===== src/rtl/readback_line_sequencer.sv =====
// Line sequencer for the DDR readback buffer: one burst request per line, drains the line
// into a small output FIFO and streams it out. Optional starvation timeout: READBACK_SEQ_TIMEOUT_EN.
module readback_line_sequencer #(
    parameter int unsigned DATA_WIDTH     = 32,
    parameter int unsigned MEM_DATA_BITS  = 256,
    parameter int unsigned BURST_LEN      = 128,
    parameter int unsigned LINE_GAP       = 4,
    parameter int unsigned TIMEOUT_CYCLES = 65535
) (
    input  logic                  ddr_clk_i,
    input  logic                  ddr_rst_n_i,
    input  logic                  start_i,
    input  logic [31:0]           start_line_i,
    input  logic [15:0]           line_num_i,
    output logic                  busy_o,
    output logic                  done_o,
    output logic                  err_o,
    output logic                  burst_flag_o,
    output logic [31:0]           burst_line_o,
    input  logic                  ddr_fifo_empty_i,
    output logic                  ddr_fifo_rd_en_o,
    input  logic                  ddr_fifo_rd_vld_i,
    input  logic [DATA_WIDTH-1:0] ddr_fifo_rd_data_i,
    output logic                  m_tvalid_o,
    input  logic                  m_tready_i,
    output logic [DATA_WIDTH-1:0] m_tdata_o,
    output logic                  m_tlast_o
);

    localparam int unsigned LINE_WORDS = BURST_LEN * MEM_DATA_BITS / DATA_WIDTH;
    localparam int unsigned CNT_W      = $clog2(LINE_WORDS + 1);
    localparam logic [CNT_W-1:0] LINE_WORDS_C = CNT_W'(LINE_WORDS);
    localparam logic [CNT_W-1:0] LAST_IDX     = CNT_W'(LINE_WORDS - 1);
    // GAP lasts LINE_GAP-1 cycles; with the registered request that leaves LINE_GAP idle cycles
    localparam logic [15:0]      GAP_LAST     = 16'(LINE_GAP - 2);

    if (LINE_GAP < 2 || TIMEOUT_CYCLES > 65535 || LINE_WORDS < 2) begin : g_param_check
        $error("readback_line_sequencer: invalid parameter set");
    end

    typedef enum logic [2:0] {
        S_IDLE,
        S_REQ,
        S_DRAIN,
        S_GAP,
        S_FLUSH,
        S_DONE
    } state_t;

    state_t state, state_nxt;

    logic [31:0]           cur_line;
    logic [15:0]           lines_left;
    logic [CNT_W-1:0]      issued;
    logic [CNT_W-1:0]      received;
    logic [15:0]           gap_cnt;
    logic                  inflight;
    logic [2:0]            occ;
    logic [2:0]            occ_pend;
    logic                  room_ok;
    logic [DATA_WIDTH:0]   fifo_mem [4];
    logic [1:0]            wr_ptr;
    logic [1:0]            rd_ptr;
    logic                  rd_en;
    logic                  push;
    logic                  pop;
    logic                  last_word;
    logic                  gap_done;
    logic                  timeout;
    logic                  burst_flag_q;
    logic [31:0]           burst_line_q;

    assign occ_pend  = occ + {2'b00, inflight};
    assign room_ok   = (occ_pend < 3'd3);
    assign last_word = (state == S_DRAIN) && ddr_fifo_rd_vld_i && (received == LAST_IDX);
    assign push      = ddr_fifo_rd_vld_i && ((state == S_DRAIN) || (state == S_FLUSH));
    assign pop       = (occ != 3'd0) && m_tready_i;
    assign gap_done  = (gap_cnt == GAP_LAST);

`ifdef READBACK_SEQ_TIMEOUT_EN
    logic [15:0] starve_cnt;
    logic        err_q;

    always_ff @(posedge ddr_clk_i or negedge ddr_rst_n_i) begin
        if (!ddr_rst_n_i) begin
            starve_cnt <= '0;
        end else if (state != S_DRAIN || ddr_fifo_rd_vld_i) begin
            starve_cnt <= '0;
        end else if (ddr_fifo_empty_i && room_ok) begin
            starve_cnt <= starve_cnt + 1'b1;
        end
    end

    assign timeout = (state == S_DRAIN) && (starve_cnt == 16'(TIMEOUT_CYCLES));

    always_ff @(posedge ddr_clk_i or negedge ddr_rst_n_i) begin
        if (!ddr_rst_n_i) begin
            err_q <= 1'b0;
        end else if (state == S_IDLE && start_i) begin
            err_q <= 1'b0;
        end else if (timeout) begin
            err_q <= 1'b1;
        end
    end

    assign err_o = err_q;
`else
    assign timeout = 1'b0;
    assign err_o   = 1'b0;
`endif

    always_ff @(posedge ddr_clk_i or negedge ddr_rst_n_i) begin
        if (!ddr_rst_n_i) begin
            state <= S_IDLE;
        end else begin
            state <= state_nxt;
        end
    end

    always_comb begin
        state_nxt = state;
        case (state)
            // an empty frame passes through FLUSH so done lands two cycles after start
            S_IDLE:  if (start_i) state_nxt = (line_num_i == 16'd0) ? S_FLUSH : S_REQ;
            S_REQ:   state_nxt = S_DRAIN;
            S_DRAIN: begin
                if (last_word) begin
                    state_nxt = (lines_left == 16'd1) ? S_FLUSH : S_GAP;
                end else if (timeout) begin
                    state_nxt = S_FLUSH;
                end
            end
            S_GAP:   if (gap_done) state_nxt = S_REQ;
            S_FLUSH: if (occ == 3'd0 && !inflight) state_nxt = S_DONE;
            S_DONE:  state_nxt = S_IDLE;
            default: state_nxt = S_IDLE;
        endcase
    end

    always_comb begin
        busy_o = (state != S_IDLE);
        done_o = (state == S_DONE);
        rd_en  = (state == S_DRAIN) && !ddr_fifo_empty_i && (issued < LINE_WORDS_C) && room_ok;
    end

    assign ddr_fifo_rd_en_o = rd_en;
    assign burst_flag_o     = burst_flag_q;
    assign burst_line_o     = burst_line_q;

    always_ff @(posedge ddr_clk_i or negedge ddr_rst_n_i) begin
        if (!ddr_rst_n_i) begin
            cur_line     <= '0;
            lines_left   <= '0;
            issued       <= '0;
            received     <= '0;
            gap_cnt      <= '0;
            inflight     <= 1'b0;
            burst_flag_q <= 1'b0;
            burst_line_q <= '0;
        end else begin
            inflight     <= rd_en;
            burst_flag_q <= (state == S_REQ);
            case (state)
                S_IDLE: begin
                    if (start_i) begin
                        cur_line   <= start_line_i;
                        lines_left <= line_num_i;
                    end
                end
                S_REQ: begin
                    burst_line_q <= cur_line;
                    issued       <= '0;
                    received     <= '0;
                end
                S_DRAIN: begin
                    gap_cnt <= '0;
                    if (rd_en) issued <= issued + 1'b1;
                    if (ddr_fifo_rd_vld_i) received <= received + 1'b1;
                    if (last_word) lines_left <= lines_left - 1'b1;
                end
                S_GAP: begin
                    gap_cnt <= gap_cnt + 1'b1;
                    if (gap_done) cur_line <= cur_line + 1'b1;
                end
                default: ;
            endcase
        end
    end

    // Output FIFO: entries hold {last, data}; occupancy is kept to 3 by the read throttle
    always_ff @(posedge ddr_clk_i or negedge ddr_rst_n_i) begin
        if (!ddr_rst_n_i) begin
            wr_ptr <= '0;
            rd_ptr <= '0;
            occ    <= '0;
            for (int unsigned i = 0; i < 4; i++) begin
                fifo_mem[i] <= '0;
            end
        end else begin
            if (push) begin
                fifo_mem[wr_ptr] <= {last_word, ddr_fifo_rd_data_i};
                wr_ptr           <= wr_ptr + 1'b1;
            end
            if (pop) begin
                rd_ptr <= rd_ptr + 1'b1;
            end
            case ({push, pop})
                2'b10:   occ <= occ + 1'b1;
                2'b01:   occ <= occ - 1'b1;
                default: occ <= occ;
            endcase
        end
    end

    assign m_tvalid_o = (occ != 3'd0);
    assign m_tdata_o  = fifo_mem[rd_ptr][DATA_WIDTH-1:0];
    assign m_tlast_o  = fifo_mem[rd_ptr][DATA_WIDTH];

endmodule

===== config.mk =====
export PLATFORM = sky130hd
export DESIGN_NAME = readback_line_sequencer
export DESIGN_NICKNAME = d
export VERILOG_FILES = /design/src/rtl/readback_line_sequencer.sv
export SDC_FILE = /design/constraint.sdc
export NUM_CORES = 1
export LEC_CHECK = 0
export CORE_MARGIN = 1
export CORE_UTILIZATION = 50
export DETAILED_ROUTE_END_ITERATION = 8
export PLACE_DENSITY = 0.69
export REMOVE_ABC_BUFFERS = 1
export SETUP_SLACK_MARGIN = 0.5
export SLEW_MARGIN = 20
export SYNTH_ARGS = -nofsm -noshare
export SYNTH_HDL_FRONTEND = slang
export SYNTH_SLANG_ARGS = --single-unit

===== constraint.sdc =====
create_clock -name ddr_clk_i -period 5.52 [get_ports ddr_clk_i]
set_input_delay 1.104 -clock ddr_clk_i [delete_from_list [all_inputs] [get_ports ddr_clk_i]]
set_output_delay 1.104 -clock ddr_clk_i [all_outputs]
set_load 0.005 [all_outputs]

======== Word level (Yosys, flattened, before mapping) ========
Index checks and enable logic that the tools add are counted.
word-level totals
  flip-flop bits (word level) ............. 262
  output and inout port bits .............. 71
  bits of input ports ..................... 86
  memories ................................ 0
  latch bits .............................. 0
  bits in writable memories ............... 0
  logic and storage cells ................. 101
  memory bits (read-only) ................. 0
cells by class
  $mul .................................... 0
  add/subtract/negate cells ............... 10
  equal/unequal tests ..................... 16
  reduce and logical (&&, ||, !) cells .... 27
  muxes and demuxes ....................... 25
  div/mod/pow operators ................... 0
  magnitude comparators ................... 5
  bitwise operators ....................... 2
  shifts and indexed selects .............. 0
operator list
  cell                     count
  $bwmux W132              1
  $mux W33                 3
  $bmux W33 S2             1
  $demux W33 S2            1
  $mux W32                 2
  $pmux W16 S2             2
  $pmux W32 S2             1
  $pmux W11 S2             2
  $add A32 B1 Y32 const B  1
  $mux W16                 2
  $add A11 B1 Y11 const B  2
  $mux W11                 2
  $mux W3                  6
  $add A16 B1 Y16 const B  1
  $eq A16 B1 Y1 const B    1
  $eq A16 B2 Y1 const B    1
  $logic_not A16 Y1        1
  $sub A16 B1 Y16 const B  1
  $pmux W3 S5              1
  $eq A11 B10 Y1 const B   1
  $lt A11 B11 Y1 const B   1
  $ne A2 B2 Y1 const B     5
  $reduce_bool A2 Y1       5
  $logic_and A1 B1 Y1      9
  other kinds (22)         32

======== Logic depth before layout (Yosys ltp) ========
Gate-level depths: netlist (run 1).
  depth in word-level cells ............... 6
  gate-level depth with buffers ........... 11
  gate-level depth less buffers ........... 9

======== Least setup slack after synthesis (run 1) ========
No wires, ideal clock.
  path kind ............................... input to output
  start ................................... input port ddr_fifo_empty_i
  end ..................................... output port ddr_fifo_rd_en_o
  required time ........................... 4416 ps
  path buffers ............................ 1
  slack ................................... 2721 ps
  arrival ................................. 1695 ps
  cell stages on the path ................. 4
  cell sequence ........................... a211oi_1 -> nand3_1 -> inv_1 -> buf_2
between the ends
  longest elaborated chain between the ends .. 4
ends and longest elaborated chain
  what                               RTL line  RTL
  from (decl)                        20        input logic ddr_fifo_empty_i,
  $logic_not A1 Y1                   143       rd_en = (state == S_DRAIN) && !ddr_fifo_empty_i && (issued < LINE_WORDS_C) && room_ok;
  $logic_and A1 B1 Y1 (3 in series)  143
  to (decl)                          21        output logic ddr_fifo_rd_en_o,
Every way passes these cells.

======== Worst setup path after layout (run 1) ========
  start ................................... register rd_ptr[0]
  end ..................................... output port m_tdata_o[0]
between the ends
  longest elaborated chain between the ends .. 4
ends and longest elaborated chain
  what                              RTL line  RTL
  from (decl)                       63        logic [1:0] rd_ptr;
  from (signal assigned)            205       rd_ptr <= rd_ptr + 1'b1;
  $not A2 Y3 (not written as such)  216       assign m_tdata_o = fifo_mem[rd_ptr][DATA_WIDTH-1:0];
  $bmux W33 S2                      216
  $mux W33 (2 in series)            --
  to (decl)                         26        output logic [DATA_WIDTH-1:0] m_tdata_o,
Every way passes these cells. The select of a mux whose other input is x is not followed.

==> results, run 1 <==
- The final total negative setup slack is 0 ns.
- The kind of start point of the critical path is a flop.
- The share of cells above drive strength 1 is 0.156.
- The critical path goes through buf_4, mux4_2, clkdlybuf4s50_1.
- The number of rows in the core area is 57.
- The initial antenna violation count is 0.
- The overall track demand over capacity in global routing is 0.226.
- The I/O pin total is between 150 and 200.
- The most instantiated library cell after synthesis is sky130_fd_sc_hd__dfrtp_1.
- The biggest area contributor in the post-synthesis netlist is sky130_fd_sc_hd__dfrtp_1.
- Summed over all nets, the half-perimeter wirelength after detailed placement is between 15,000 and 20,000 µm.
- The minimum clock period after layout is 3.99 ns.
- The slowest cell on the critical path is sky130_fd_sc_hd__dfrtp_2.
- The longest clock path from root to sink contains 3 buffers.
- At the end of routability-driven placement, the weighted congestion stood at roughly 0.78.
- The antenna diode count is 0.
- At the later pin of the worst-skew pair, clock insertion delay measures about 0.54 ns.
- Each instance of the synthesized netlist takes up on average ~11 µm².
- The post-synthesis instance area is 12,600 µm².
- The final number of setup-violating endpoints is 0.
- The most used flip-flop cell after synthesis is sky130_fd_sc_hd__dfrtp_1.
- The fraction of registers with async set/reset is 1.00.
- Together, buffers and inverters on the worst path number 2.
- The detailed-route DRC error count is 0.
- The wire length on met3 is 1440 µm.
- The effective utilization at floorplan is 0.513.
- The post-detailed-placement cell area is 14,400 µm².
- The total via count in the routed design is about 9,000.
- The data arrival time of the critical path is between 2 and 3 ns.
- The kind of cell with the highest combined delay along the critical path is flip-flops.
- The flow ran to the end, and the final reports show no timing, DRC or antenna violations.
- The largest single stage delay on the critical path is about 0.90 ns.
- The worst hold slack across all endpoints is around 0.47 ns.
- The total number of clock tree sinks is about 260.
- The tool flagged a number of max-cap violations equal to 0.
- The post-detailed-route via-to-cell ratio is roughly 5.7.
- The critical path capture point type is a primary output.
- The post-CTS setup buffer count is 0.
- The top cell type's share of synthesized area is 0.522.
- Synthesis inferred 262 register bits.
- The peak supply drop is between 0.0002 and 0.0003 V.
- The number of slew-limit violations in the final report is 0.
- The finished cells cover approximately 15,000 µm².
- In this run the number of H-tree levels came out at 1.
- For the pin with the worst max-slew slack, the measured transition is approximately 1.1 ns.
- The floorplan step defined a die boundary enclosing approximately 26,000 µm².
- Yosys attributes the largest share of cell area to sky130_fd_sc_hd__dfrtp_1 52%, sky130_fd_sc_hd__mux2_2 7.1%, sky130_fd_sc_hd__mux4_2 5.9%.
- The floorplan step defined a core boundary enclosing 24,500 µm².
- The final worst clock skew is around 0.011 ns.
- In this run the clock root is driven by a sky130_fd_sc_hd__clkbuf_16.
- Detailed routing placed a total of ~14,000 µm of wire on met2.
- After clock tree synthesis, the clock-pin slew on the worst setup and hold paths is 0.06 ns.
- STA puts the critical path data required time at approximately 4.4 ns.
- The number of buffers inserted for hold repair after clock tree synthesis is 0.
- The via count of the first global-routing pass was between 9,000 and 10,000.
- The post-synthesis cell type count is 72.
- For this run the aggregate overflow at the end of global routing stands at 0.
- The detailed router's first-iteration violation count is 547.
- The number of buffers created by CTS is 29.
- The maximum operating frequency is 0.250 GHz.
- The pre-antenna-repair detailed-routing pass consisted of 5 iterations.
- The number of hold violations in the final report came to 0.
- The CTS tree is done.
- The routed length per instance is roughly 18 µm.
- The number of port buffers is 155.
- In this run the tightest slew margin relative to its limit is 0.262.
- For this design the static power due to leakage is between 6 and 7 nW.
- The design draws 0.00870 W.
- The maximum number of pins on one net before global-route repair is between 100 and 150.
- Setup repair after global routing left no endpoint under its margin.
- The maximum fanout along the worst path is 24.
- The detail route stage leaves a number of antenna-violating nets equal to 0.
- The net count of the finished layout is around 1,300.
- The number of standard cells after synthesis is ~1,100.
- The number of enable-type register cells in the synthesized netlist is 0.
- Dividing total power by cell area gives a power density of about 570 nW/µm².
- The path type of the worst min-delay path is flop to flop.
- The die outline height is approximately 160 µm.
- The sequential cell area fraction in the yosys report is 0.522.
- In the finished design, the share of the clock period the worst path needs comes to 0.724.
- The synthesis-to-finish area growth is 21.9%.
- After detailed routing, the wire length on met1 is roughly 13,000 µm.
- Routed signal wires occupy layers up through met4.
- The number of placed instances, taps included, is around 1,500.
- The commonest cells after synthesis are 262 x sky130_fd_sc_hd__dfrtp_1, 156 x sky130_fd_sc_hd__nand2_1, 79 x sky130_fd_sc_hd__mux2_2, 60 x sky130_fd_sc_hd__a21oi_1, 59 x sky130_fd_sc_hd__o21ai_0.
- The first global-routing pass estimated roughly 48,000 µm of wire.
- The floorplan step set the die width to 160 µm.
- Once layout is complete, the cells apart from fillers number approximately 1,600.
- Gates resized during post-CTS repair numbered 0.
- The final routed wirelength across all metal layers is around 28,000 µm.
- The critical path class is flop to primary output.
- The yosys synthesis warning count is 0.
[layer usage]
metal / global-route usage / vias to the layer above
li1: - / 4276
met1: 0.316 / 4552
met2: 0.369 / 226
met3: 0.0387 / 37
met4: 0.0515 / 0
met5: 0 / -
[through the flow]
step	setup slack (ns)	util
after floorplan	1.71	-
after CTS	1.45	0.625
after global placement	1.55	0.587
after detailed placement	1.53	0.587
final	1.53	0.625
after global routing	1.33	0.625
[worst reg2reg max path, cell delays in order, from the launching register on]
cell and delay [ns]:
sky130_fd_sc_hd__dfrtp_1 0.62, sky130_fd_sc_hd__or3b_1 0.51, sky130_fd_sc_hd__a21oi_2 0.31, sky130_fd_sc_hd__a21boi_2 0.82, sky130_fd_sc_hd__buf_4 0.35, sky130_fd_sc_hd__a21oi_1 0.09
sky130_fd_sc_hd__a21oi_1 0.12
[report_power, final]
group / leakage (nW) / internal (W) / switching [W] / total [W]
sequential: 3.19 / 0.00276 / 0.000672 / 0.00344
combinational: 2.82 / 0.00192 / 0.00146 / 0.00339
clock: 0.460 / 0.00113 / 0.000747 / 0.00188
total: 6.47 / 0.00582 / 0.00288 / 0.00870
[logic make-up (layout without fill, tap and decap cells)]
group           after synthesis  after routing  synth area share
compound gates              205            205             0.104
xor+xnor                     24             24            0.0167
fa+ha+maj                    15             15            0.0156
buf+inv                      85            244            0.0299
flops                       262            262             0.522
mux                         171            171             0.182
other cells                   1              1          0.000299
simple gates                336            336             0.129
[worst paths after layout]
path | startpoint | endpoint | slack (ns) | depth (start not counted)
setup / recovery | rd_ptr[0] | m_tdata_o[0] | 1.53 | 3
hold / removal | burst_line_o[14] | burst_line_o[14] | 0.47 | 2
setup reg to reg | state[0] | cur_line[14] | 2.63 | 6
hold reg to reg | burst_line_o[14] | burst_line_o[14] | 0.47 | 2
max in group asynchronous | ddr_rst_n_i | burst_line_o[8] | 3.80 | 2
min in group asynchronous | ddr_rst_n_i | fifo_mem[74] | 0.54 | 1
[cell type report]
| class | count | area [µm²] |
|---|---|---|
| clock buffers | 48 | 887 |
| clock inverters | 4 | 48.8 |
| fillers | 1970 | 9160 |
| inverters | 22 | 82.6 |
| multi-input cells | 752 | 5640 |
| flip-flops and latches | 262 | 6560 |
| well taps | 324 | 405 |
| repair buffers | 170 | 1680 |
[registers in the layout, indices dropped and copies added (netlist names)]
| signal | cells |
|---|---|
| burst_flag_o | 1 |
| burst_line_o | 32 |
| cur_line | 32 |
| fifo_mem | 132 |
| gap_cnt | 16 |
| inflight | 1 |
| issued | 11 |
| lines_left | 16 |
| occ | 3 |
| rd_ptr | 2 |
| received | 11 |
| state | 3 |
| wr_ptr | 2 |
[layout by cell type (no fill, tap or decap), drive strengths merged, types with 7 or more instances in the layout]
cell	n
nor4	11
mux4	33
clkdlybuf4s50	154
xnor2	7
and3	13
o22ai	13
o21ai	61
nor3	17
buf	16
xor2	17
a21oi	62
dfrtp	262
mux2i	9
inv	23
a2bb2oi	12
ha	14
a22o	7
and4	8
nand3	38
clkbuf	48
nand2	156
nor2	52
nand4	18
mux2	129
Power figures use the tool's default switching activity.
==> run 2, diff against run 1 <==
--- a/config.mk
+++ b/config.mk
@@ -8,7 +8,7 @@
 export CORE_MARGIN = 1
 export CORE_UTILIZATION = 50
 export DETAILED_ROUTE_END_ITERATION = 8
-export PLACE_DENSITY = 0.69
+export PLACE_DENSITY = 0.72
 export REMOVE_ABC_BUFFERS = 1
 export SETUP_SLACK_MARGIN = 0.5
 export SLEW_MARGIN = 20
==> constraint.sdc (replaced) <==
create_clock -name ddr_clk_i -period 3.25 [get_ports ddr_clk_i]
set_input_delay 0.65 -clock ddr_clk_i [delete_from_list [all_inputs] [get_ports ddr_clk_i]]
set_output_delay 0.65 -clock ddr_clk_i [all_outputs]
set_load 0.005 [all_outputs]
==> results, run 2 (synthesized netlist as in run 1, its figures left out) <==
- The minimum setup slack after placement was 0.341 ns (-1.19 ns).
- The effective utilization at floorplan came to 0.513 (unchanged).
- The net switching power is 0.00501 W (+74%).
- The data arrival time of the critical path is 2.11 ns (-0.78 ns).
- The internal power contribution is 0.00979 W (+68%).
- The maximum number of pins on one net before global-route repair is 86 (-35%).
- The number of flip-flops in the largest register came to 132 (unchanged).
- The post-DP HPWL is 18,600 µm (+1.5%).
- The via count of the first global-routing pass is 9,225 (+0.58%).
- The met1 global-route usage is 0.314 (-0.00196).
- The share of cells above drive strength 1 is 0.174 (+0.0178).
- The depth of the most critical reg-to-reg path is 6 (unchanged).
- The proportion of total power due to net switching is 0.338 (+0.00709).
- The minimum clock period after layout is roughly 2.8 ns.
- The post-detailed-route via-to-cell ratio came to 5.73 (-0.36%).
- The combined flip-flop and latch cell area is 6560 µm² (about the same).
- The kind of start point of the critical path is a flop.
- The number of buffers created by CTS came to 28 (-3.4%).
- The iteration count of the initial detailed-routing pass is 5 (unchanged).
- The global-route met3 utilization was 0.0336 (-0.00517).
- The relative contribution of the clock network to total power was 0.204 (-0.012).
- The total of fill cells in the finished design is 1,945 (-1.3%).
- The number of rows in the core area is 57 (unchanged).
- The part of the power in registers is 0.384 (-0.011).
- The endpoint of the most critical register-to-register path is lines_left[6].
- The initial antenna violation count is 0 (unchanged).
- The worst setup margin is 0.486 ns (-1.04 ns).
- The final weighted congestion of routability-driven global placement is 0.834 (+7.4%).
- The worst reg-to-reg setup slack was 0.86 ns (-1.77 ns).
- The transition time at the pin with the least slew margin is 1.00 ns (-0.102 ns).
- The maximum operating frequency is 0.362 GHz.
- The insertion delay to the later sink of the worst-skew pair is 0.54 ns (about the same).
- The worst hold slack across all endpoints came to 0.0508 ns (-0.424 ns).
- The total power divided by cell area was 949 nW/µm² (+67%).
- The area of the multi-input gates is 5640 µm² (+0.11%).
- The final worst clock skew was 0.0134 ns (+0.00203 ns).
- The startpoint identified for the worst register-to-register timing path is state[2].
- The number of nets still failing antenna checks after routing is 0 (unchanged).
- The synthesis-to-finish area growth is 24.3%.
- The count of max-cap constraint violations came to 0 (unchanged).
- The data required time of the worst path was 2.60 ns (-1.82 ns).
- The cell at the root of the clock tree is sky130_fd_sc_hd__clkbuf_16.
- The detailed-route DRC error count is 0 (unchanged).
- The sum of overflow across all layers after global routing was 0 (unchanged).
- The number of port buffers was 155 (unchanged).
- The global routing stage identified its most utilized layer as met2.
- The met2 track demand over resource is 0.371 (+0.00157).
- The I/O pin total is 157 (unchanged).
- The antenna diode count came to 0 (unchanged).
- TritonCTS built the clock tree.
- The flow ran to the end, and the final reports show no timing, DRC or antenna violations.
- The total number of clock tree sinks came to 262 (unchanged).
- The commonest non-fill, non-tap cell in the layout is sky130_fd_sc_hd__dfrtp_1.
- The detailed router's first-iteration violation count is 570 (+4.2%).
- The global-route wire length before repair was 47,500 µm (-0.51%).
- The critical path capture point type is a primary output.
- The number of buffers inserted for hold repair after clock tree synthesis is 0 (unchanged).
- The maximum level of the CTS H-tree came to 1 (unchanged).
- The critical path class is flop to primary output.
- fifo_mem holds more flip-flops than any other register.
- The final routed wirelength across all metal layers came to 29,000 µm (+2.0%).
- The path type of the worst min-delay path is primary input to asynchronous set/reset pin.
- The routed length per instance is 18.1 µm (+1.0%).
- The total number of nets in the final design is 1,354 (+1.2%).
- The share of power burned in combinational logic was 0.412 (+0.023).
- The number of slew-limit violations in the final report came to 0 (unchanged).
- The clock transition at the registers of the reported paths is 0.06 ns (about the same).
- The final number of setup-violating endpoints came to 0 (unchanged).
- The die outline height is 160 µm (unchanged).
- The area inside the core boundary is 24,500 µm² (unchanged).
- The overall track demand over capacity in global routing is 0.225 (-0.00131).
- In the finished design, the share of the clock period the worst path needs comes to 0.850.
- The total via count in the routed design came to 9,144 (+0.58%).
- The top cell types in the final layout, fill and taps aside, are 259 x sky130_fd_sc_hd__dfrtp_1, 156 x sky130_fd_sc_hd__nand2_1, 120 x sky130_fd_sc_hd__clkdlybuf4s50_1, 79 x sky130_fd_sc_hd__mux2_2, 60 x sky130_fd_sc_hd__a21oi_1.
- The maximum fanout along the worst path is 4 (-83%).
- The peak supply drop is 0.000515 V (+72%).
- The maximum clock path buffer count was 3 (unchanged).
- The normalized max-slew margin is 0.327 (+0.0651).
- Setup repair after global routing could not meet its margin everywhere.
- The number of hold violations in the final report was 0 (unchanged).
- The die width is 160 µm (unchanged).
- The leakage dissipation came to 6.90 nW (+6.7%).
- The die outline area came to 25,700 µm² (unchanged).
run 2: cell count changes in the layout (fill, tap and decap cells not counted), moves of 2 or more:
cell	change
sky130_fd_sc_hd__clkbuf_1	-6
sky130_fd_sc_hd__buf_6	+2
sky130_fd_sc_hd__buf_4	+3
sky130_fd_sc_hd__dlymetal6s2s_1	+28
sky130_fd_sc_hd__clkdlybuf4s50_1	-34
sky130_fd_sc_hd__dfrtp_1	-2
sky130_fd_sc_hd__dfrtp_2	+2
sky130_fd_sc_hd__dlygate4sd2_1	+5
sky130_fd_sc_hd__clkinv_2	+8
sky130_fd_sc_hd__buf_12	+9
sky130_fd_sc_hd__clkbuf_8	-3
run 2: how the worst max path moves through the flow:
stage,start,to,slack (ns),cells past startpoint
detailed placement,start_i,cur_line[17],0.34,7
global placement,start_i,cur_line[17],0.39,7
global route,occ[0],ddr_fifo_rd_en_o,0.38,6
finish,occ[0],ddr_fifo_rd_en_o,0.49,6
floorplan,state[0],cur_line[24],-0.56,5
CTS,rd_ptr[0],m_tdata_o[14],0.37,3
run 2: critical path, stage by stage (launching register included):
cell,delay (ns)
sky130_fd_sc_hd__dfrtp_1,0.41
sky130_fd_sc_hd__ha_1,0.20
sky130_fd_sc_hd__ha_1,0.28
sky130_fd_sc_hd__a211oi_2,0.21
sky130_fd_sc_hd__nand3_1,0.15
sky130_fd_sc_hd__inv_1,0.10
sky130_fd_sc_hd__clkdlybuf4s15_2,0.23
run 2: per-layer routing:
| metal | wire (µm) | up-vias |
|---|---|---|
| li1 | - | 4307 |
| met1 | 13100 | 4544 |
| met2 | 13800 | 254 |
| met3 | 1550 | 39 |
| met4 | 529 | 0 |
| met5 | 0 | - |
run 2: layout make-up:
class | instances | area share
Inverter | 22 | 0.00529
Multi-Input combinational cell | 752 | 0.362
Sequential cell | 262 | 0.421
Tap cell | 324 | 0.0260
Clock inverter | 12 | 0.00481
Clock buffer | 38 | 0.0512
Timing Repair Buffer | 187 | 0.131
run 2: power groups by stage:
stage | combinational, W | clock, W | sequential (W)
final | 0.00610 | 0.00301 | 0.00569
after global routing | 0.00668 | 0.00320 | 0.00588
after CTS | 0.00610 | 0.00307 | 0.00570
after detailed placement | 0.00608 | 0 | 0.00574
after global placement | 0.00591 | 0 | 0.00567
after floorplan | 0.00349 | 0 | 0.00559
run 2: per-stage QoR:
stage,utilization,std cells,area [µm²],total power (W),setup TNS (ns)
2_1_floorplan,-,1036,12300,0.00908,-11.15
3_3_place_gp,0.594,1540,14500,0.0116,0
3_5_place_dp,0.594,1540,14500,0.0118,0
4_1_cts,0.630,1591,15400,0.0149,0
5_1_grt,0.638,1597,15600,0.0158,0
6_report,0.638,1597,15600,0.0148,0
run 2: repair_timing:
item / 4_1_cts / 5_1_grt
endpoints found under the setup margin: 36 / 30
setup buffers: 1 / 4
pin swaps: 0 / 1
gates resized for setup: 14 / 32
cloned: 0 / 2
